File: config.mk
export PLATFORM = sky130hd
export DESIGN_NAME = wb_stage
export DESIGN_NICKNAME = d
export VERILOG_FILES = /design/src/rtl/wb_stage.sv
export SDC_FILE = /design/constraint.sdc
export NUM_CORES = 1
export LEC_CHECK = 0
export BUFFER_PORTS_ARGS = -buffer_cell sky130_fd_sc_hd__clkbuf_2
export CAP_MARGIN = 20
export CORE_ASPECT_RATIO = 0.7
export CORE_MARGIN = 2
export CORE_UTILIZATION = 28
export DETAILED_ROUTE_END_ITERATION = 10
export GPL_ROUTABILITY_DRIVEN = 1
export HOLD_SLACK_MARGIN = 0.03
export PLACE_DENSITY = 0.63
export SETUP_SLACK_MARGIN = 0.1
export SLEW_MARGIN = 20
export SYNTH_ARGS = -nofsm -noshare
export SYNTH_HDL_FRONTEND = slang
export SYNTH_SLANG_ARGS = --single-unit
export TNS_END_PERCENT = 20
File: constraint.sdc
create_clock -name clk -period 2.95 [get_ports clk]
set_clock_uncertainty 0.05 [all_clocks]
set_input_delay 0.59 -clock clk [delete_from_list [all_inputs] [get_ports clk]]
set_output_delay 0.59 -clock clk [all_outputs]
set_load 0.05 [all_outputs]
File: src/rtl/wb_stage.sv
// ---------------------------------------------------------------------------
// wb_stage -- write-back stage
//
// Purpose:
//   Retires one instruction per valid/ready handshake from the memory-access
//   stage. The rd data is chosen when the instruction is latched (load data
//   if mem_ren, otherwise the execute result). Once latched, the instruction
//   is presented on the commit port. It drives the register-file and CSR
//   write ports only in the cycle the commit sink accepts it. An ebreak halts
//   the core until reset.
//
// Ports:
//   clk, rst                       clock, synchronous active-high reset
//   valid_last / ready_last        upstream handshake
//   pc, inst, R_wen, rd, mem_ren,
//   MEM_Rdata, Ex_result, csr_wen,
//   csrs, jump_flag                retiring instruction fields
//   rf_wen/rf_waddr/rf_wdata       register-file write port
//   csr_wr_en/csr_wr_data          CSR write port (one-hot mstatus..mcause)
//   fwd_valid/fwd_rd/fwd_data      forwarding bus for the held rd write
//   commit_valid/commit_ready,
//   commit_pc/inst/jump            commit / trace port
//   minstret                       retired-instruction counter
//   halt                           core halted by ebreak
//
// FSM states:
//   state  | meaning
//   IDLE   | holding register empty, ready for a new instruction
//   HOLD   | one instruction latched, waiting for commit_ready
//   HALT   | ebreak retired, terminal until rst
// ---------------------------------------------------------------------------
module wb_stage #(
  parameter int          XLEN        = 32,
  parameter int          CNT_W       = 64,
  parameter logic [31:0] EBREAK_INST = 32'h00100073
) (
  input  logic             clk,
  input  logic             rst,

  input  logic             valid_last,
  output logic             ready_last,
  input  logic [XLEN-1:0]  pc,
  input  logic [31:0]      inst,
  input  logic             R_wen,
  input  logic [4:0]       rd,
  input  logic             mem_ren,
  input  logic [XLEN-1:0]  MEM_Rdata,
  input  logic [XLEN-1:0]  Ex_result,
  input  logic [3:0]       csr_wen,
  input  logic [XLEN-1:0]  csrs,
  input  logic             jump_flag,

  output logic             rf_wen,
  output logic [4:0]       rf_waddr,
  output logic [XLEN-1:0]  rf_wdata,

  output logic [3:0]       csr_wr_en,
  output logic [XLEN-1:0]  csr_wr_data,

  output logic             fwd_valid,
  output logic [4:0]       fwd_rd,
  output logic [XLEN-1:0]  fwd_data,

  output logic             commit_valid,
  input  logic             commit_ready,
  output logic [XLEN-1:0]  commit_pc,
  output logic [31:0]      commit_inst,
  output logic             commit_jump,

  output logic [CNT_W-1:0] minstret,
  output logic             halt
);

  typedef enum logic [1:0] {
    S_IDLE = 2'd0,
    S_HOLD = 2'd1,
    S_HALT = 2'd2
  } state_t;

  state_t state_q;
  state_t state_d;

  // holding register
  logic [XLEN-1:0]  pc_h;
  logic [31:0]      inst_h;
  logic             r_wen_h;
  logic [4:0]       rd_h;
  logic [XLEN-1:0]  wdata_h;
  logic [3:0]       csr_wen_h;
  logic [XLEN-1:0]  csrs_h;
  logic             jump_h;

  logic [CNT_W-1:0] minstret_q;

  logic is_idle;
  logic is_hold;
  logic is_halt;
  logic fire;
  logic accept;
  logic ebreak_h;
  logic rd_write_h;

  assign is_idle = (state_q == S_IDLE);
  assign is_hold = (state_q == S_HOLD);
  assign is_halt = (state_q == S_HALT);

  assign ebreak_h   = (inst_h == EBREAK_INST);
  assign rd_write_h = r_wen_h & (rd_h != 5'd0);

  // While rst is high the held instruction is being discarded, so nothing
  // may retire or be handed over in that cycle.
  assign ready_last = ~rst & (is_idle | (is_hold & commit_ready));
  assign fire       = ~rst & is_hold & commit_ready;

  // An ebreak leaving the stage blocks any instruction offered in the same
  // cycle; that instruction must never retire.
  assign accept = valid_last & ready_last & ~(fire & ebreak_h);

  // -------------------------------------------------------------------------
  // FSM
  // -------------------------------------------------------------------------
  always_ff @(posedge clk) begin
    if (rst) begin
      state_q <= S_IDLE;
    end else begin
      state_q <= state_d;
    end
  end

  always_comb begin
    state_d = state_q;
    case (state_q)
      S_IDLE: begin
        if (accept) begin
          state_d = S_HOLD;
        end
      end
      S_HOLD: begin
        if (fire) begin
          if (ebreak_h) begin
            state_d = S_HALT;
          end else if (accept) begin
            state_d = S_HOLD;
          end else begin
            state_d = S_IDLE;
          end
        end
      end
      S_HALT: begin
        state_d = S_HALT;
      end
      default: begin
        state_d = S_IDLE;
      end
    endcase
  end

  // -------------------------------------------------------------------------
  // Holding register: write data is resolved here so the forwarding bus
  // carries the final value for the whole time the instruction is held.
  // -------------------------------------------------------------------------
  always_ff @(posedge clk) begin
    if (rst) begin
      pc_h      <= '0;
      inst_h    <= '0;
      r_wen_h   <= 1'b0;
      rd_h      <= '0;
      wdata_h   <= '0;
      csr_wen_h <= '0;
      csrs_h    <= '0;
      jump_h    <= 1'b0;
    end else if (accept) begin
      pc_h      <= pc;
      inst_h    <= inst;
      r_wen_h   <= R_wen;
      rd_h      <= rd;
      wdata_h   <= mem_ren ? MEM_Rdata : Ex_result;
      csr_wen_h <= csr_wen;
      csrs_h    <= csrs;
      jump_h    <= jump_flag;
    end
  end

  // -------------------------------------------------------------------------
  // Retired-instruction counter, wraps silently
  // -------------------------------------------------------------------------
  always_ff @(posedge clk) begin
    if (rst) begin
      minstret_q <= '0;
    end else if (fire) begin
      minstret_q <= minstret_q + CNT_W'(1);
    end
  end

  // -------------------------------------------------------------------------
  // Outputs
  // -------------------------------------------------------------------------
  assign rf_wen      = fire & rd_write_h;
  assign rf_waddr    = rd_h;
  assign rf_wdata    = wdata_h;

  assign csr_wr_en   = fire ? csr_wen_h : 4'b0000;
  assign csr_wr_data = csrs_h;

  assign fwd_valid   = ~rst & is_hold & rd_write_h;
  assign fwd_rd      = rd_h;
  assign fwd_data    = wdata_h;

  assign commit_valid = ~rst & is_hold;
  assign commit_pc    = pc_h;
  assign commit_inst  = inst_h;
  assign commit_jump  = jump_h;

  assign minstret = minstret_q;
  assign halt     = is_halt;

endmodule

=== Word level (Yosys, flattened, before mapping) ===
Index checks and enable logic that the tools add are counted.

* Logic and storage cells: 39
* Input bits: 176
* Register bits: 205

* Add/subtract/negate cells: 1
* Bitwise logic cells: 13
* Multiplexer cells: 7
* Equality and inequality tests: 5
* Reduce and logical (&&, ||, !) cells: 3

{| class="wikitable"
|+ Operators with widths
! operator !! number
|-
| adder 64 x 1 -> 64 bit, second input constant || 1
|-
| equality test 32 x 21 -> 1 bit, second input constant || 1
|-
| two-way mux 32 bit || 1
|-
| AND 1 bit || 10
|-
| two-way mux 2 bit || 3
|-
| case mux 2 bit (3 select lines) || 1
|-
| nonzero test 5 bit || 1
|-
| two-way mux 4 bit || 1
|-
| != test 2 x 1 -> 1 bit, second input constant || 2
|-
| equality test 2 x 1 -> 1 bit, second input constant || 1
|-
| equality test 2 bit, second input constant || 1
|-
| zero test 2 bit || 1
|-
| inverter 1 bit || 2
|-
| AND reduction 2 bit || 1
|-
| two-way mux 1 bit || 1
|-
| OR 1 bit || 1
|}

=== Logic depth before layout (Yosys ltp) ===
* Depth after elaboration: 10
* Depth in mapped cells: 8
* Gate-level depth less buffers: 6

=== Worst setup path before layout ===
Ideal clock, no wire load.

* Path kind: input to output
* From: input port rst
* To: output port rf_wen
* Stages: 5
* Slack: -251 ps
* Path buffers: 1
* Arrival: 2,561 ps
* Path through: or3b_1 buf_6 inv_1 o311a_1 and2_1

* Word-level cells in the longest chain between the ends: 4

{| class="wikitable"
|+ Ends and longest elaborated chain
! what !! RTL line !! text
|-
| from (decl) || 38 || <nowiki>input logic rst,</nowiki>
|-
| inverter 1 bit || -- ||
|-
| AND 1 bit || -- ||
|-
| named net commit_valid || 64 || <nowiki>output logic commit_valid,</nowiki>
|-
| AND 1 bit || 113 || <nowiki>assign fire = ~rst & is_hold & commit_ready;</nowiki>
|-
| AND 1 bit || 198 || <nowiki>assign rf_wen = fire & rd_write_h;</nowiki>
|-
| to (decl) || 53 || <nowiki>output logic rf_wen,</nowiki>
|}

The timed path passes the listed nets, and every way through them passes these cells.

=== Final worst setup path ===
* From: register state_q[0]
* To: output port csr_wr_en[1]

* Word-level cells in the longest chain between the ends: 4

{| class="wikitable"
|+ Ends and longest elaborated chain
! what !! RTL line !! text
|-
| from (decl) || 80 || <nowiki>state_t state_q;</nowiki>
|-
| from (signal assigned) || 126 || <nowiki>state_q <= state_d;</nowiki>
|-
| equality test 2 x 1 -> 1 bit || 104 || <nowiki>assign is_hold = (state_q == S_HOLD);</nowiki>
|-
| AND 1 bit (2 in a row) || 113 ||
|-
| two-way mux 4 bit || 202 || <nowiki>assign csr_wr_en = fire ? csr_wen_h : 4'b0000;</nowiki>
|-
| to (decl) || 57 || <nowiki>output logic [3:0] csr_wr_en,</nowiki>
|}

No other way between the ends.

==> summary.md <==
| Metric | Value |
|---|---|
| #FFs+latches synth | 205 |
| Status | finished, final reports clean |
| Setup bufs post-CTS | 0 |
| Antenna violations before repair | 3 |
| Routed Antenna Nets | 0 |
| Routed wire length per instance | 16.88 µm |
| Share of post-route cells with drive strength above 1 | 40.96% |
| Max-slew violations | 0 |
| CTS tree | yes |
| Hold Path Stages | 2 |
| Setup violations, final | 0 |
| Vias in the first global route | 8,192 |
| Drt pass-1 iters | 6 |
| Number of buffers added on ports | 419 |
| Arrival @ worst endpoint | 2.13 ns |
| Worst EP required | 2.31 ns |
| First-pass GRT wire length | ~46 mm |
| Minimum clock period | approximately 2.8 ns |
| Starting Density | 28.34% |
| Chip height | 157.9 µm |
| DRC | 0 |
| DP Wirelength | 22.47 mm |
| Clk sink count | 205 |
| Clock transition at path regs | 0.06 ns |
| Worst hold path class | input pin to flip-flop |
| Deepest clock path buffer count | 3 |
| Synth unique cells | 52 |
| Root Buffer | clkbuf_16 |
| GR Overflow Total | 0 |
| Startpoint types | flip-flop |
| CP Max Fanout | 6 |
| Global-route usage over all layers | 16.12% |
| CP Capture Type | output port |
| Core Box Area | 0.03342 mm² |
| Clk Latency, worst-skew pair | 0.51 ns |
| Area growth syn-to-layout | 31.82% |
| Post-layout util | 37.36% |
| Sum of negative setup slack | 0 ns |
| Synthesized instance count | 1,009 |
| Vias per cell | 4.900 |
| R2R depth | 6 |
| Mean Syn Cell Area | 9.388 µm² |
| Cell Area, Synth | 0.009473 mm² |
| Die W | 223.8 µm |
| RSZ-0062 raised after global routing | yes |
| Cell row count | 56 |
| EDFF count, synth | 0 |
| Max Clock Freq | between 300 and 400 MHz |
| Sequential fraction of the synthesis area | 43.32% |
| Final Hold Viols | 0 |
| Nets | 1,546 |
| Fillcell total | 3,422 |
| DR iter-0 viols | 565 |
| PD cells | between 500 and 600 mW/mm² |
| GPL Wtd Cong | between 0.8 and 0.9 |
| I/O pins | 420 |
| Num CTS Buffers | 23 |
| Syn. warnings | 0 |
| Leak | 5.645 nW |
| Largest net degree at the start of global routing | 213 |
| VDD IR max | approximately 0.43 mV |
| Post-CTS Hold Buffers | 0 |
| Overall routed net length | 30.73 mm |
| Syn Nets | 1,186 |
| Setup CP Type | flip-flop to output port |
| Max-cap violation count | 0 |
| Tightest Pin Transition | between 0.9 and 1 ns |
| Die area | 0.03534 mm² |
| Synth Flop Type | dfxtp_1 |
| Detailed-route via count | 8,918 |
| H-Tree Level Count | 1 |
| Part of the cycle the worst path needs | 93.76% |
| Worst slew margin | a little over a third |
| Synth async-reset ratio | 0% |
## synth_stat cells, types with 3 or more instances
master	n	share of area, %
a21o_1	3	0.24
nor3_1	11	0.58
nand4b_1	68	6.3
o31ai_1	16	1.3
nand3_1	38	2.0
xor2_1	22	2.0
or4_1	17	1.3
buf_4	37	2.9
mux2i_1	32	3.4
nor2_1	46	1.8
nor4_4	3	0.67
buf_2	13	0.69
or3_1	10	0.66
and3_1	14	0.92
nand2_1	27	1.1
nand4_1	30	2.0
and2_1	4	0.26
nor4_1	10	0.66
clkbuf_1	53	2.1
inv_1	47	1.9
nor2b_1	79	5.2
xnor2_1	5	0.46
a21oi_1	29	1.5
and4_1	6	0.55
dfxtp_1	205	43
o21ai_0	77	4.1
mux2_2	76	9.0
## cells in the final DEF, fill, tap and decap left out, types with 17 or more instances in the layout
master	netlist	final
a21oi_1	29	29
dfxtp_1	205	205
or4_1	17	17
o21ai_0	77	77
nand3_1	38	38
inv_1	47	47
nand4_1	30	30
nand2_1	27	27
clkbuf_2	0	416
mux2_2	76	76
clkbuf_16	0	23
mux2i_1	32	32
xor2_1	22	22
nand4b_1	68	68
nor2_1	46	46
nor2b_1	79	79
## state kept, by name (all words and copies together), names as in the netlist
register     count
commit_inst     32
commit_jump      1
commit_pc       32
csr_wen_h        4
csr_wr_data     32
fwd_data        32
fwd_rd           5
minstret        64
r_wen_h          1
state_q          2
## metal layers
| layer | share of wire [%] | global-route usage [%] | vias up |
|---|---|---|---|
| met5 | 0 | 0 | - |
| met4 | 2.0 | 4.286 | 0 |
| met3 | 7.8 | 4.510 | 35 |
| met2 | 47 | 26.23 | 369 |
| met1 | 44 | 21.06 | 4233 |
| li1 | - | - | 4281 |
## cell families after synthesis
group | after synthesis | synth area share [%]
DFF | 205 | 43.32
and+or+nand+nor | 382 | 25.86
adders and majority gates | 1 | 0.1321
xor gates and xnor gates | 27 | 2.496
buffers and inverters | 151 | 7.700
muxes | 109 | 12.53
AOI/OAI and AO/OA | 134 | 7.952
## final cells by class
cell class                      instances  area (µm²)  share of cell area [%]
Clock buffer                           33       663.1                   5.311
Timing Repair Buffer                  439        2306                   18.47
Inverter                               47       176.4                   1.413
Sequential cell                       205        4104                   32.87
Clock inverter                          5       31.28                  0.2505
Tap cell                              435       544.3                   4.359
Multi-Input combinational cell        653        4654                   37.27
Antenna cell                            3       7.507                 0.06012
## worst paths after layout
path | end | from | slack [ns]
max | csr_wr_en[1] | state_q[0] | 0.18
min | fwd_rd[3] | rd[3] | 0.25
max reg2reg | commit_pc[19] | commit_inst[11] | 0.43
min reg2reg | minstret[62] | minstret[62] | 0.47
## critical path, stage by stage, from the launching register on
cell and delay, ns:
dfxtp_1 0.38, or3b_4 0.49, inv_1 0.16, buf_4 0.16, and3_1 0.16, clkbuf_2 0.27
## power breakdown
part / internal (mW) / switching [mW]
registers: 2.96 / 0.128
logic: 0.461 / 1.18
clock network: 1.55 / 1.16
## per-stage QoR
stage,std cells,hold WS [ns],setup WS [ns],power (mW),cell area [µm²]
after detailed placement,1779,0.4528,0.1317,4.798,11780
after floorplan,1009,0.4236,0.02992,4.388,9480
after global routing,1820,0.2223,0.07305,7.765,12490
final,1820,0.2492,0.1841,7.444,12490
after global placement,1779,0.4451,0.2071,4.780,11780
after CTS,1817,0.2134,0.1163,7.572,12480
## timing repair
action | CTS | global route
resized for setup | 1 | 3
setup endpoints to repair | 5 | 4
pin swaps | 0 | 0
Note: power is estimated with default switching activity, not from simulation.
